## config.mk

```make
export PLATFORM = sky130hd
export DESIGN_NAME = pico_ahb_master
export DESIGN_NICKNAME = d
export VERILOG_FILES = /design/src/rtl/pico_ahb_master.sv
export SDC_FILE = /design/constraint.sdc
export NUM_CORES = 1
export LEC_CHECK = 0
export CAP_MARGIN = 20
export CORE_ASPECT_RATIO = 1.5
export CORE_MARGIN = 2
export CORE_UTILIZATION = 42
export DETAILED_ROUTE_END_ITERATION = 6
export GPL_TIMING_DRIVEN = 0
export PLACE_DENSITY = 0.78
export SLEW_MARGIN = 20
export SYNTH_ARGS = -nofsm -noshare
export SYNTH_HDL_FRONTEND = slang
export SYNTH_SLANG_ARGS = --single-unit
```

## constraint.sdc

```tcl
create_clock -name hclk -period 2.5 [get_ports hclk]
set_clock_uncertainty 0.1 [all_clocks]
set_input_delay 0.375 -clock hclk [delete_from_list [all_inputs] [get_ports hclk]]
set_output_delay 0.375 -clock hclk [all_outputs]
set_load 0.02 [all_outputs]
```

## src/rtl/pico_ahb_master.sv

```systemverilog
// Bridges a picorv32-style native memory port onto AHB-Lite as single non-pipelined transfers.
// Best-case latency is 3 cycles; slave wait states stretch it, and a stuck slave is aborted after WAIT_TIMEOUT cycles.
module pico_ahb_master #(
  parameter int WAIT_TIMEOUT = 255
) (
  input  logic        hclk,
  input  logic        hreset,
  input  logic        mem_valid,
  input  logic        mem_instr,
  input  logic [31:0] mem_addr,
  input  logic [31:0] mem_wdata,
  input  logic [3:0]  mem_wstrb,
  output logic        mem_ready,
  output logic [31:0] mem_rdata,
  output logic [31:0] haddr,
  output logic [1:0]  htrans,
  output logic        hwrite,
  output logic [2:0]  hsize,
  output logic [2:0]  hburst,
  output logic [3:0]  hprot,
  output logic [31:0] hwdata,
  input  logic [31:0] hrdata,
  input  logic        hready,
  input  logic [1:0]  hresp,
  output logic        bus_err
);

  localparam int CW = (WAIT_TIMEOUT > 255) ? $clog2(WAIT_TIMEOUT + 1) : 8;
  localparam logic [CW:0] TMO = (CW + 1)'(WAIT_TIMEOUT);

  typedef enum logic [1:0] {S_IDLE, S_ADDR, S_DATA} state_t;

  state_t        state_q, state_d;
  logic [31:0]   haddr_q, haddr_d;
  logic [1:0]    htrans_q, htrans_d;
  logic          hwrite_q, hwrite_d;
  logic [2:0]    hsize_q, hsize_d;
  logic [3:0]    hprot_q, hprot_d;
  logic [31:0]   hwdata_q, hwdata_d;
  logic          mem_ready_q, mem_ready_d;
  logic [31:0]   mem_rdata_q, mem_rdata_d;
  logic          bus_err_q, bus_err_d;
  logic [CW-1:0] wait_cnt_q, wait_cnt_d;
  logic [CW:0]   wait_inc;

  logic          dec_legal;
  logic          dec_write;
  logic [2:0]    dec_size;
  logic [1:0]    dec_lane;

  // Only naturally aligned byte/half/word strobe patterns map onto an AHB size.
  always_comb begin
    dec_legal = 1'b1;
    dec_write = 1'b1;
    dec_size  = 3'b010;
    dec_lane  = 2'b00;
    case (mem_wstrb)
      4'b0000: dec_write = 1'b0;
      4'b1111: dec_size  = 3'b010;
      4'b0011: dec_size  = 3'b001;
      4'b1100: begin dec_size = 3'b001; dec_lane = 2'b10; end
      4'b0001: dec_size  = 3'b000;
      4'b0010: begin dec_size = 3'b000; dec_lane = 2'b01; end
      4'b0100: begin dec_size = 3'b000; dec_lane = 2'b10; end
      4'b1000: begin dec_size = 3'b000; dec_lane = 2'b11; end
      default: dec_legal = 1'b0;
    endcase
  end

  always_comb begin
    state_d     = state_q;
    haddr_d     = haddr_q;
    htrans_d    = htrans_q;
    hwrite_d    = hwrite_q;
    hsize_d     = hsize_q;
    hprot_d     = hprot_q;
    hwdata_d    = hwdata_q;
    mem_ready_d = 1'b0;
    mem_rdata_d = mem_rdata_q;
    bus_err_d   = 1'b0;
    wait_cnt_d  = wait_cnt_q;
    wait_inc    = {1'b0, wait_cnt_q} + 1'b1;

    case (state_q)
      S_IDLE: begin
        // A request still high during the completion pulse belongs to the finished transfer.
        if (mem_valid && !mem_ready_q) begin
          if (dec_legal) begin
            state_d    = S_ADDR;
            htrans_d   = 2'b10;
            haddr_d    = {mem_addr[31:2], dec_lane};
            hwrite_d   = dec_write;
            hsize_d    = dec_size;
            hprot_d    = mem_instr ? 4'b0010 : 4'b0011;
            hwdata_d   = mem_wdata;
            wait_cnt_d = '0;
          end else begin
            mem_ready_d = 1'b1;
            bus_err_d   = 1'b1;
          end
        end
      end
      S_ADDR, S_DATA: begin
        if (hready) begin
          wait_cnt_d = '0;
          htrans_d   = 2'b00;
          if (state_q == S_ADDR) begin
            state_d = S_DATA;
          end else begin
            state_d     = S_IDLE;
            mem_ready_d = 1'b1;
            if (hresp != 2'b00) begin
              bus_err_d   = 1'b1;
              mem_rdata_d = '0;
            end else if (!hwrite_q) begin
              mem_rdata_d = hrdata;
            end
          end
        end else if (wait_inc >= TMO) begin
          state_d     = S_IDLE;
          htrans_d    = 2'b00;
          mem_ready_d = 1'b1;
          bus_err_d   = 1'b1;
          mem_rdata_d = '0;
          wait_cnt_d  = '0;
        end else begin
          wait_cnt_d = wait_inc[CW-1:0];
        end
      end
      default: state_d = S_IDLE;
    endcase
  end

  always_ff @(posedge hclk) begin
    if (hreset) begin
      state_q     <= S_IDLE;
      haddr_q     <= '0;
      htrans_q    <= 2'b00;
      hwrite_q    <= 1'b0;
      hsize_q     <= 3'b010;
      hprot_q     <= 4'b0011;
      hwdata_q    <= '0;
      mem_ready_q <= 1'b0;
      mem_rdata_q <= '0;
      bus_err_q   <= 1'b0;
      wait_cnt_q  <= '0;
    end else begin
      state_q     <= state_d;
      haddr_q     <= haddr_d;
      htrans_q    <= htrans_d;
      hwrite_q    <= hwrite_d;
      hsize_q     <= hsize_d;
      hprot_q     <= hprot_d;
      hwdata_q    <= hwdata_d;
      mem_ready_q <= mem_ready_d;
      mem_rdata_q <= mem_rdata_d;
      bus_err_q   <= bus_err_d;
      wait_cnt_q  <= wait_cnt_d;
    end
  end

  assign haddr     = haddr_q;
  assign htrans    = htrans_q;
  assign hwrite    = hwrite_q;
  assign hsize     = hsize_q;
  assign hburst    = 3'b000;
  assign hprot     = hprot_q;
  assign hwdata    = hwdata_q;
  assign mem_ready = mem_ready_q;
  assign mem_rdata = mem_rdata_q;
  assign bus_err   = bus_err_q;

endmodule

```

==> summary.md, run 1 <==
| Metric | Value |
|---|---|
| Register bit total from synthesis | `roughly 110` |
| Die ar. | `about 0.012 mm2` |
| Netlist cell types | `56` |
| Initial antenna violation count | `0` |
| Synth area leader | `dfxtp_1` |
| Maximum root-to-sink buffer count | `2` |
| Critical Path AT | `approximately 2.6 ns` |
| Horiz. Die Dim | `between 90 and 100 um` |
| Setup WS pre-CTS | `-0.300 ns` |
| Ys flop type | `dfxtp_1` |
| Syn_area_per_cell | `approximately 8.4 um2` |
| CP endpoint kind | `register` |
| Final worst slack | `around 0.13 ns` |
| Critical path fanouts, max | `4` |
| Routability cong. | `0.902` |
| Hold depth | `4` |
| FP Rows | `48` |
| Drt total wl | `approximately 14000 um` |
| Top cell type's share of synthesized area | `between 40% and 50%` |
| GR Overflow Total | `0` |
| Wire length per cell | `~15 um` |
| Die Span Y | `approximately 140 um` |
| CTS buffer count | `17` |
| Worst IR Drop VDD | `501 uV` |
| F_max | `between 400 and 500 MHz` |
| DRT antenna net count | `0` |
| Leak Pwr | `2.76 nW` |
| Starting Density | `a little over two fifths` |
| Hold WS | `roughly 0.32 ns` |
| Slew Limit Fails | `0` |
| Layout cell share with drive strength beyond 1 | `approximately 7.9%` |
| Clock insertion delay at the later pin of the skew report | `roughly 0.40 ns` |
| Reg area | `around 0.0023 mm2` |
| Worst R2R Path Depth | `7` |
| First-pass GRT wire length | `23000 um` |
| Htree depth | `4` |
| Slew headroom | `between 50% and 60%` |
| Sink Count | `between 100 and 150` |
| Vias | `approximately 4800` |
| Asr flop ratio synth | `0%` |
| Required @ worst endpoint | `between 2 and 3 ns` |
| Fin crit period | `around 2.4 ns` |
| Critical Path Start Type | `register` |
| Port bufs | `206` |
| Final setup vio count | `0` |
| Vias in the first global route | `4874` |
| Commonest cells post-synth | `nand2_1 (165), dfxtp_1 (113), a21oi_1 (69), nand2b_1 (34), mux2i_1 (33)` |
| Reg clk slew, reported paths | `about 0.05 ns` |
| Layout Cells excl Fill | `~970` |
| Final Cycle Share | `94.8%` |
| Ports | `around 220` |
| Cell count after synthesis | `576` |
| Iteration count of the initial detailed-routing pass | `4` |
| Setup Buffers After CTS | `0` |
| P per Cell Area | `about 750 mW/mm2` |
| Layout fillers | `between 900 and 1000` |
| Outcome | `completed` |
| R2R setup slack | `about 0.13 ns` |
| Sequential share of the synthesized area | `between 40% and 50%` |
| RSZ-0062 raised after global routing | `false` |
| Area growth from synthesis to layout | `59.6%` |
| Clk root buf | `clkbuf_16` |
| CTS tree | `built` |
| Drt drc | `0` |
| Max_cap viols | `0` |
| Ant diodes | `0` |
| Top-count cell post-synth | `nand2_1` |
| Post-synth EDFFs | `0` |
| Tot GR Track Use | `23.3%` |
| Post-detail-place hpwl | `10800 um` |
| Synth top area cells | `dfxtp_1 (47%), nand2_1 (13%), a21oi_1 (7.1%), mux2i_1 (6.8%), nand2b_1 (4.4%)` |
| Fin. Hold Viols | `0` |
| Placed insts | `938` |
| Multi-input logic area | `0.00233 mm2` |
| Via density | `around 5.0` |
| WS Path Type | `register to register` |
| Core ar. | `between 0.01 and 0.015 mm2` |
| Yosys warns | `0` |
| Worst-margin pin slew | `0.721 ns` |
| Largest net degree at the start of global routing | `17` |
| Nets | `slightly above 900` |
| Initial DRC Count | `about 240` |
| Synthesized area | `0.00483 mm2` |
| Min-delay worst type | `input port to register` |
[logic make-up after synthesis]
group | count (synthesis) | share of synthesized area [%]
other | 2 | 0.155
muxes | 33 | 6.84
and+or+nand+nor | 256 | 24.2
adders and majority gates | 6 | 1.55
AOI/OAI and AO/OA | 109 | 14.1
DFF | 113 | 46.8
buffers and inverters | 54 | 5.80
xor gates and xnor gates | 3 | 0.544
[layout by cell type (no fill, tap or decap), drive strengths merged, types with 3 or more instances in the layout]
master,netlist,routed
o211ai,3,3
nand2b,34,34
nand3b,4,4
inv,6,6
dfxtp,113,113
nand2,165,165
o2111ai,4,4
clkinv,0,4
a21oi,70,70
clkinvlp,0,3
conb,2,8
buf,23,22
mux2i,33,33
ha,6,6
clkdlybuf4s50,0,206
o21ai,5,5
a311oi,3,3
nand4,5,5
nor3b,3,3
and3,4,4
nor4,6,6
o21a,3,3
nor2,20,20
nor2b,4,4
nand3,4,4
clkbuf,25,48
[area by class of cell]
type | count | area share [%]
plain buffers | 48 | 3.37
clock buffers | 22 | 6.28
clock inverters | 9 | 1.38
inverters | 6 | 0.292
multi-input cells | 415 | 30.2
flip-flops and latches | 113 | 29.3
well taps | 150 | 2.43
repair buffers | 206 | 26.7
[per-stage QoR]
stage               TNS (ns)  cell area, um2  power, W  util [%]
finish                     0            7710   0.00580      67.9
global route               0            7710   0.00604      67.9
CTS                        0            7690   0.00583      67.8
detailed placement    -10.37            7100   0.00344      62.6
global placement       -6.98            7100   0.00341      62.6
floorplan                  0            4850   0.00283         -
[registers in the layout (all words and copies together), names as in the netlist, 2 cells and up]
register	count
haddr	32
hwdata	32
mem_rdata	32
wait_cnt_q	8
hsize	2
state_q	2
[routing by layer]
metal | track usage [%] | part of all wire [%]
met3 | 7.96 | 7.3
met2 | 43.3 | 53
met4 | 10.3 | 2.8
met1 | 23.2 | 37
met5 | 0 | 0
[power breakdown]
group	internal, W	switching [W]
Combinational	0.000635	0.000758
Clock	0.00156	0.000816
Sequential	0.00195	0.0000808
Total	0.00414	0.00165
[worst max-delay path, cell delays in order, from the launching register on]
cell	delay, ns
dfxtp_1	0.39
inv_1	0.09
ha_1	0.33
nor2b_1	0.34
o21ai_0	0.27
a211oi_2	0.41
o211ai_1	0.18
a31oi_1	0.18
[repair_timing]
| item | CTS | global route |
|---|---|---|
| resized for setup | 0 | 4 |
| hold buffers | 0 | 0 |
| hold endpoints to repair | 0 | 0 |
| setup endpoints to repair | 0 | 39 |
[final timing paths]
kind / start / endpoint
setup / recovery: state_q[0] / wait_cnt_q[5]
hold / removal: mem_wstrb[1] / haddr[1]
setup reg to reg: state_q[0] / wait_cnt_q[5]
hold reg to reg: hwdata[14] / hwdata[14]
Note: power is estimated with default switching activity, not from simulation.
==> inputs of run 2 (changes only) <==
--- a/config.mk
+++ b/config.mk
@@ -6,7 +6,6 @@
 export NUM_CORES = 1
 export LEC_CHECK = 0
 export CAP_MARGIN = 20
-export CORE_ASPECT_RATIO = 1.5
 export CORE_MARGIN = 2
 export CORE_UTILIZATION = 42
 export DETAILED_ROUTE_END_ITERATION = 6
==> run 2 against run 1 <==
Count of clock-buffer cells in the layout increased by 3; sequential cell count stayed put; critical path type is now input port to register; sequential share of layout area rose by 0.20 points; power is 2.6% lower; first-iteration DRC count is 1.2% lower.
==> summary.md, run 2 (synthesis results as in run 1) <==
| Metric | Value |
|---|---|
| CTS tree | `built` |
| Fin. Hold Viols | `0` |
| Maximum root-to-sink buffer count | `2` |
| Largest net degree at the start of global routing | `17` |
| Area growth from synthesis to layout | `58.5%` |
| Via density | `between 5 and 6` |
| Critical path fanouts, max | `10` |
| Vias in the first global route | `4849` |
| Slew headroom | `between 50% and 60%` |
| Min-delay worst type | `input port to register` |
| Initial antenna violation count | `0` |
| CTS buffer count | `17` |
| Routability cong. | `0.918` |
| R2R setup slack | `0.20 ns` |
| WS Path Type | `input port to register` |
| P per Cell Area | `around 740 mW/mm2` |
| Layout cell share with drive strength beyond 1 | `7.46%` |
| Leak Pwr | `2.75 nW` |
| Required @ worst endpoint | `~2.7 ns` |
| Critical Path AT | `about 2.6 ns` |
| Htree depth | `4` |
| Drt drc | `0` |
| Final Cycle Share | `between 90% and 100%` |
| Horiz. Die Dim | `111 um` |
| Worst IR Drop VDD | `559 uV` |
| GR Overflow Total | `0` |
| Core ar. | `roughly 0.011 mm2` |
| Final worst slack | `roughly 0.16 ns` |
| DRT antenna net count | `0` |
| Final core utilization | `67.7%` |
| Sink Count | `around 110` |
| Iteration count of the initial detailed-routing pass | `4` |
| Clock insertion delay at the later pin of the skew report | `between 0.4 and 0.5 ns` |
| Ports | `between 200 and 250` |
| Tot GR Track Use | `around a quarter` |
| Worst-margin pin slew | `0.629 ns` |
| Wire length per cell | `14.9 um` |
| Critical Path Start Type | `input port` |
| Setup WS pre-CTS | `-0.306 ns` |
| Port bufs | `a little over 200` |
| Nets | `just over 900` |
| Starting Density | `between 40% and 50%` |
| Most common cell after layout, fill and taps aside | `clkdlybuf4s50_1` |
| Clk root buf | `clkbuf_16` |
| Post-detail-place hpwl | `roughly 11000 um` |
| Most frequent cells in the layout | `clkdlybuf4s50_1 (206), nand2_1 (165), dfxtp_1 (113)` |
| F_max | `roughly 430 MHz` |
| RSZ-0062 raised after global routing | `false` |
| Final setup vio count | `0` |
| CP endpoint kind | `register` |
| Vias | `4806` |
| FP Rows | `39` |
| Die Span Y | `~110 um` |
| Slew Limit Fails | `0` |
| Drt total wl | `approximately 14000 um` |
| Ant diodes | `0` |
| Outcome | `completed` |
| Initial DRC Count | `about 240` |
| Reg clk slew, reported paths | `around 0.05 ns` |
| Hold WS | `between 0.2 and 0.3 ns` |
| Fin crit period | `2.34 ns` |
| First-pass GRT wire length | `between 20000 and 25000 um` |
| Die ar. | `about 0.012 mm2` |
| Hold buffers post-CTS | `0` |
| Max_cap viols | `0` |
run 2: timing repair:
action,in CTS,in global routing
gates resized for setup,0,3
buffers inserted,0,0
setup endpoints to repair,0,38
run 2: critical path, cell delays in order:
cell and delay (ns):
clkdlybuf4s50_1 0.52, and4_1 0.26, o21ai_1 0.43, a21o_1 0.22
clkbuf_1 0.42, nor4_1 0.11, o21ba_2 0.21
run 2: path summary, 6_finish.rpt:
| check | endpoint | from | depth (start not counted) |
|---|---|---|---|
| max | wait_cnt_q[4] | mem_wstrb[3] | 7 |
| min | hsize[0] | mem_wstrb[1] | 3 |
| max reg2reg | mem_rdata[3] | wait_cnt_q[0] | 7 |
| min reg2reg | hwdata[26] | hwdata[26] | 2 |
run 2: area by class of cell:
cell class / instances / area [um2]
Multi-Input combinational cell: 415 / 2330
Inverter: 6 / 22.5
Clock buffer: 25 / 495
Fill cell: 903 / 3660
Tap cell: 143 / 179
Clock inverter: 5 / 53.8
Sequential cell: 113 / 2260
Buffer: 48 / 258
Timing Repair Buffer: 206 / 2060
run 2: layer usage:
layer	wire length [um]	GRT usage [%]
met1	5670	25.3
met2	7000	40.1
met3	1370	10.2
met4	325	9.38
met5	0	0
run 2: metrics by stage:
stage               instances  area (um2)  setup TNS [ns]  total power [W]
floorplan                 582        4850               0          0.00283
detailed placement        931        7090           -8.37          0.00344
global placement          931        7090           -6.01          0.00341
CTS                       961        7640               0          0.00568
global route              961        7660               0          0.00590
finish                    961        7660               0          0.00565
run 2: power by group:
part / internal (W) / switching [W] / leakage (nW) / total (W)
registers: 0.00195 / 0.0000856 / 0.917 / 0.00204
clock network: 0.00145 / 0.000775 / 0.273 / 0.00223
logic: 0.000634 / 0.000750 / 1.56 / 0.00138
==> inputs of run 3 (changes only) <==
==> constraint.sdc (replaced) <==
create_clock -name hclk -period 2.5 [get_ports hclk]
set_clock_uncertainty 0.1 [all_clocks]
set_input_delay 0.625 -clock hclk [delete_from_list [all_inputs] [get_ports hclk]]
set_output_delay 0.625 -clock hclk [all_outputs]
set_load 0.02 [all_outputs]
==> run 3 against run 2 <==
Non-clock buffer count is the same; power grew 0.13%; worst setup slack lost 0.035 ns; highest routed layer unchanged; count of clock-buffer cells in the layout is the same; worst hold slack gained 0.061 ns; sequential share of layout area shrank 0.058 points; combinational power is essentially flat; critical path depth is the same; global-route usage is essentially flat; maximum frequency shrank 1.5%; critical path type unchanged.
==> summary.md, run 3 (synthesis results as in run 1) <==
| Metric | Value |
|---|---|
| CP Cell Sequence | `clkdlybuf4s50_1 > o22ai_1 > o21ai_2 > a21o_1 > clkbuf_2 > a221oi_1 > a21oi_1` |
| Fin Setup TNS | `0 ns` |
| Routability cong. | `approximately 0.92` |
| Die Span Y | `111 um` |
| Maximum root-to-sink buffer count | `2` |
| Htree depth | `4` |
| Drt total wl | `~14000 um` |
| WS Path Type | `input port to register` |
| CTS buffer count | `17` |
| P per Cell Area | `737 mW/mm2` |
| Hold WS | `between 0.3 and 0.4 ns` |
| Layout Cells excl Fill | `961` |
| Critical Path Start Type | `input port` |
| Tot GR Track Use | `23.4%` |
| Layout cell share with drive strength beyond 1 | `8.31%` |
| Area growth from synthesis to layout | `58.8%` |
| Final setup vio count | `0` |
| Ports | `about 220` |
| DP Area | `between 0.007 and 0.008 mm2` |
| Most frequent cells in the layout | `clkdlybuf4s50_1 (206), nand2_1 (165), dfxtp_1 (113)` |
| Slew headroom | `between 60% and 70%` |
| Worst IR Drop VDD | `558 uV` |
| Outcome | `completed` |
| Via density | `5.01` |
| Fin crit period | `around 2.4 ns` |
| Ant diodes | `0` |
| Setup Buffers After CTS | `0` |
| Iteration count of the initial detailed-routing pass | `4` |
| Post-detail-place hpwl | `between 10000 and 15000 um` |
| First-pass GRT wire length | `between 20000 and 25000 um` |
| Crit path buffers/inverters | `2` |
| Required @ worst endpoint | `2.67 ns` |
| Vias | `about 4800` |
| Layout fillers | `900` |
| Fin. Hold Viols | `0` |
| Largest net degree at the start of global routing | `17` |
| Critical path fanouts, max | `10` |
| CTS tree | `built` |
| Horiz. Die Dim | `~110 um` |
| Initial DRC Count | `between 200 and 250` |
| Nets | `between 900 and 1000` |
| Sink Count | `113` |
| Most common cell after layout, fill and taps aside | `clkdlybuf4s50_1` |
| Wire length per cell | `around 15 um` |
| Final Cycle Share | `95.1%` |
| DRT antenna net count | `0` |
| CP endpoint kind | `register` |
| Worst-margin pin slew | `between 0.5 and 0.6 ns` |
| Slowest cell on the critical path | `clkdlybuf4s50_1` |
| Clk root buf | `clkbuf_16` |
| Initial antenna violation count | `0` |
| Placed insts | `slightly above 900` |
| Clock insertion delay at the later pin of the skew report | `0.41 ns` |
| Critical path's top delay family | `compound AO/OA/AOI/OAI gates` |
| Hold buffers post-CTS | `0` |
| Starting Density | `~43%` |
| Reg clk slew, reported paths | `approximately 0.05 ns` |
| Min-delay worst type | `register to register` |
| PnR Total Power | `around 0.0057 W` |
| Leak Pwr | `2.76 nW` |
| Critical Path AT | `between 2 and 3 ns` |
| Core ar. | `approximately 0.011 mm2` |
| Worst path max stage delay | `around 0.52 ns` |
| Max_cap viols | `0` |
| Slew Limit Fails | `0` |
| Port bufs | `a little over 200` |
| Die ar. | `approximately 0.012 mm2` |
| Post-route cell area | `approximately 0.0077 mm2` |
| F_max | `roughly 420 MHz` |
| Vias in the first global route | `a little under 5000` |
| FP Rows | `39` |
| Drt drc | `0` |
| GR Overflow Total | `0` |
==> run 3: layout make-up <==
class                           count  area, um2  share of cell area (%)
Buffer                             48        263                    3.42
Clock buffer                       25        495                    6.46
Clock inverter                      5       53.8                   0.701
Inverter                            6       22.5                   0.293
Multi-Input combinational cell    415       2340                    30.4
Sequential cell                   113       2260                    29.5
Tap cell                          143        179                    2.33
Timing Repair Buffer              206       2060                    26.9
==> run 3: layer usage <==
layer | wire length, um | part of all wire (%) | vias to the layer above | global-route usage, %
li1 | - | - | 2378 | -
met1 | 5590 | 39 | 2210 | 25.4
met2 | 7030 | 49 | 202 | 40.1
met3 | 1410 | 9.9 | 24 | 10.2
met4 | 284 | 2.0 | 0 | 9.38
met5 | 0 | 0 | - | 0
==> run 3: metrics by stage <==
stage	worst slack (ns)	util, %
after floorplan	0.408	-
after detailed placement	-0.556	62.7
final	0.123	67.8
after CTS	0.0470	67.6
after global placement	-0.502	62.7
after global routing	-0.00101	67.8
==> run 3: power by group <==
part	switching [W]	internal (W)
logic	0.000756	0.000639
registers	0.0000850	0.00195
clock network	0.000773	0.00145
==> run 3: worst reg2reg max path: stages (launching register included) <==
cell and delay, ns:
dfxtp_1 0.38, ha_1 0.30, nand3_2 0.22, o21bai_1 0.37, o31ai_2 0.15, a21oi_4 0.24, buf_6 0.21, mux2i_1 0.23
==> run 3: path summary, 6_finish.rpt <==
path	from	depth (start not counted)	slack [ns]	end
worst max-delay path	mem_wstrb[0]	7	0.12	wait_cnt_q[2]
worst min-delay path	hwdata[26]	2	0.35	hwdata[26]
worst max register to register	wait_cnt_q[0]	7	0.20	mem_rdata[3]
worst min register to register	hwdata[26]	2	0.35	hwdata[26]
==> run 3: what timing repair did <==
item	CTS	global route
resized for setup	1	13
gates cloned	0	0
setup endpoints to repair	21	91
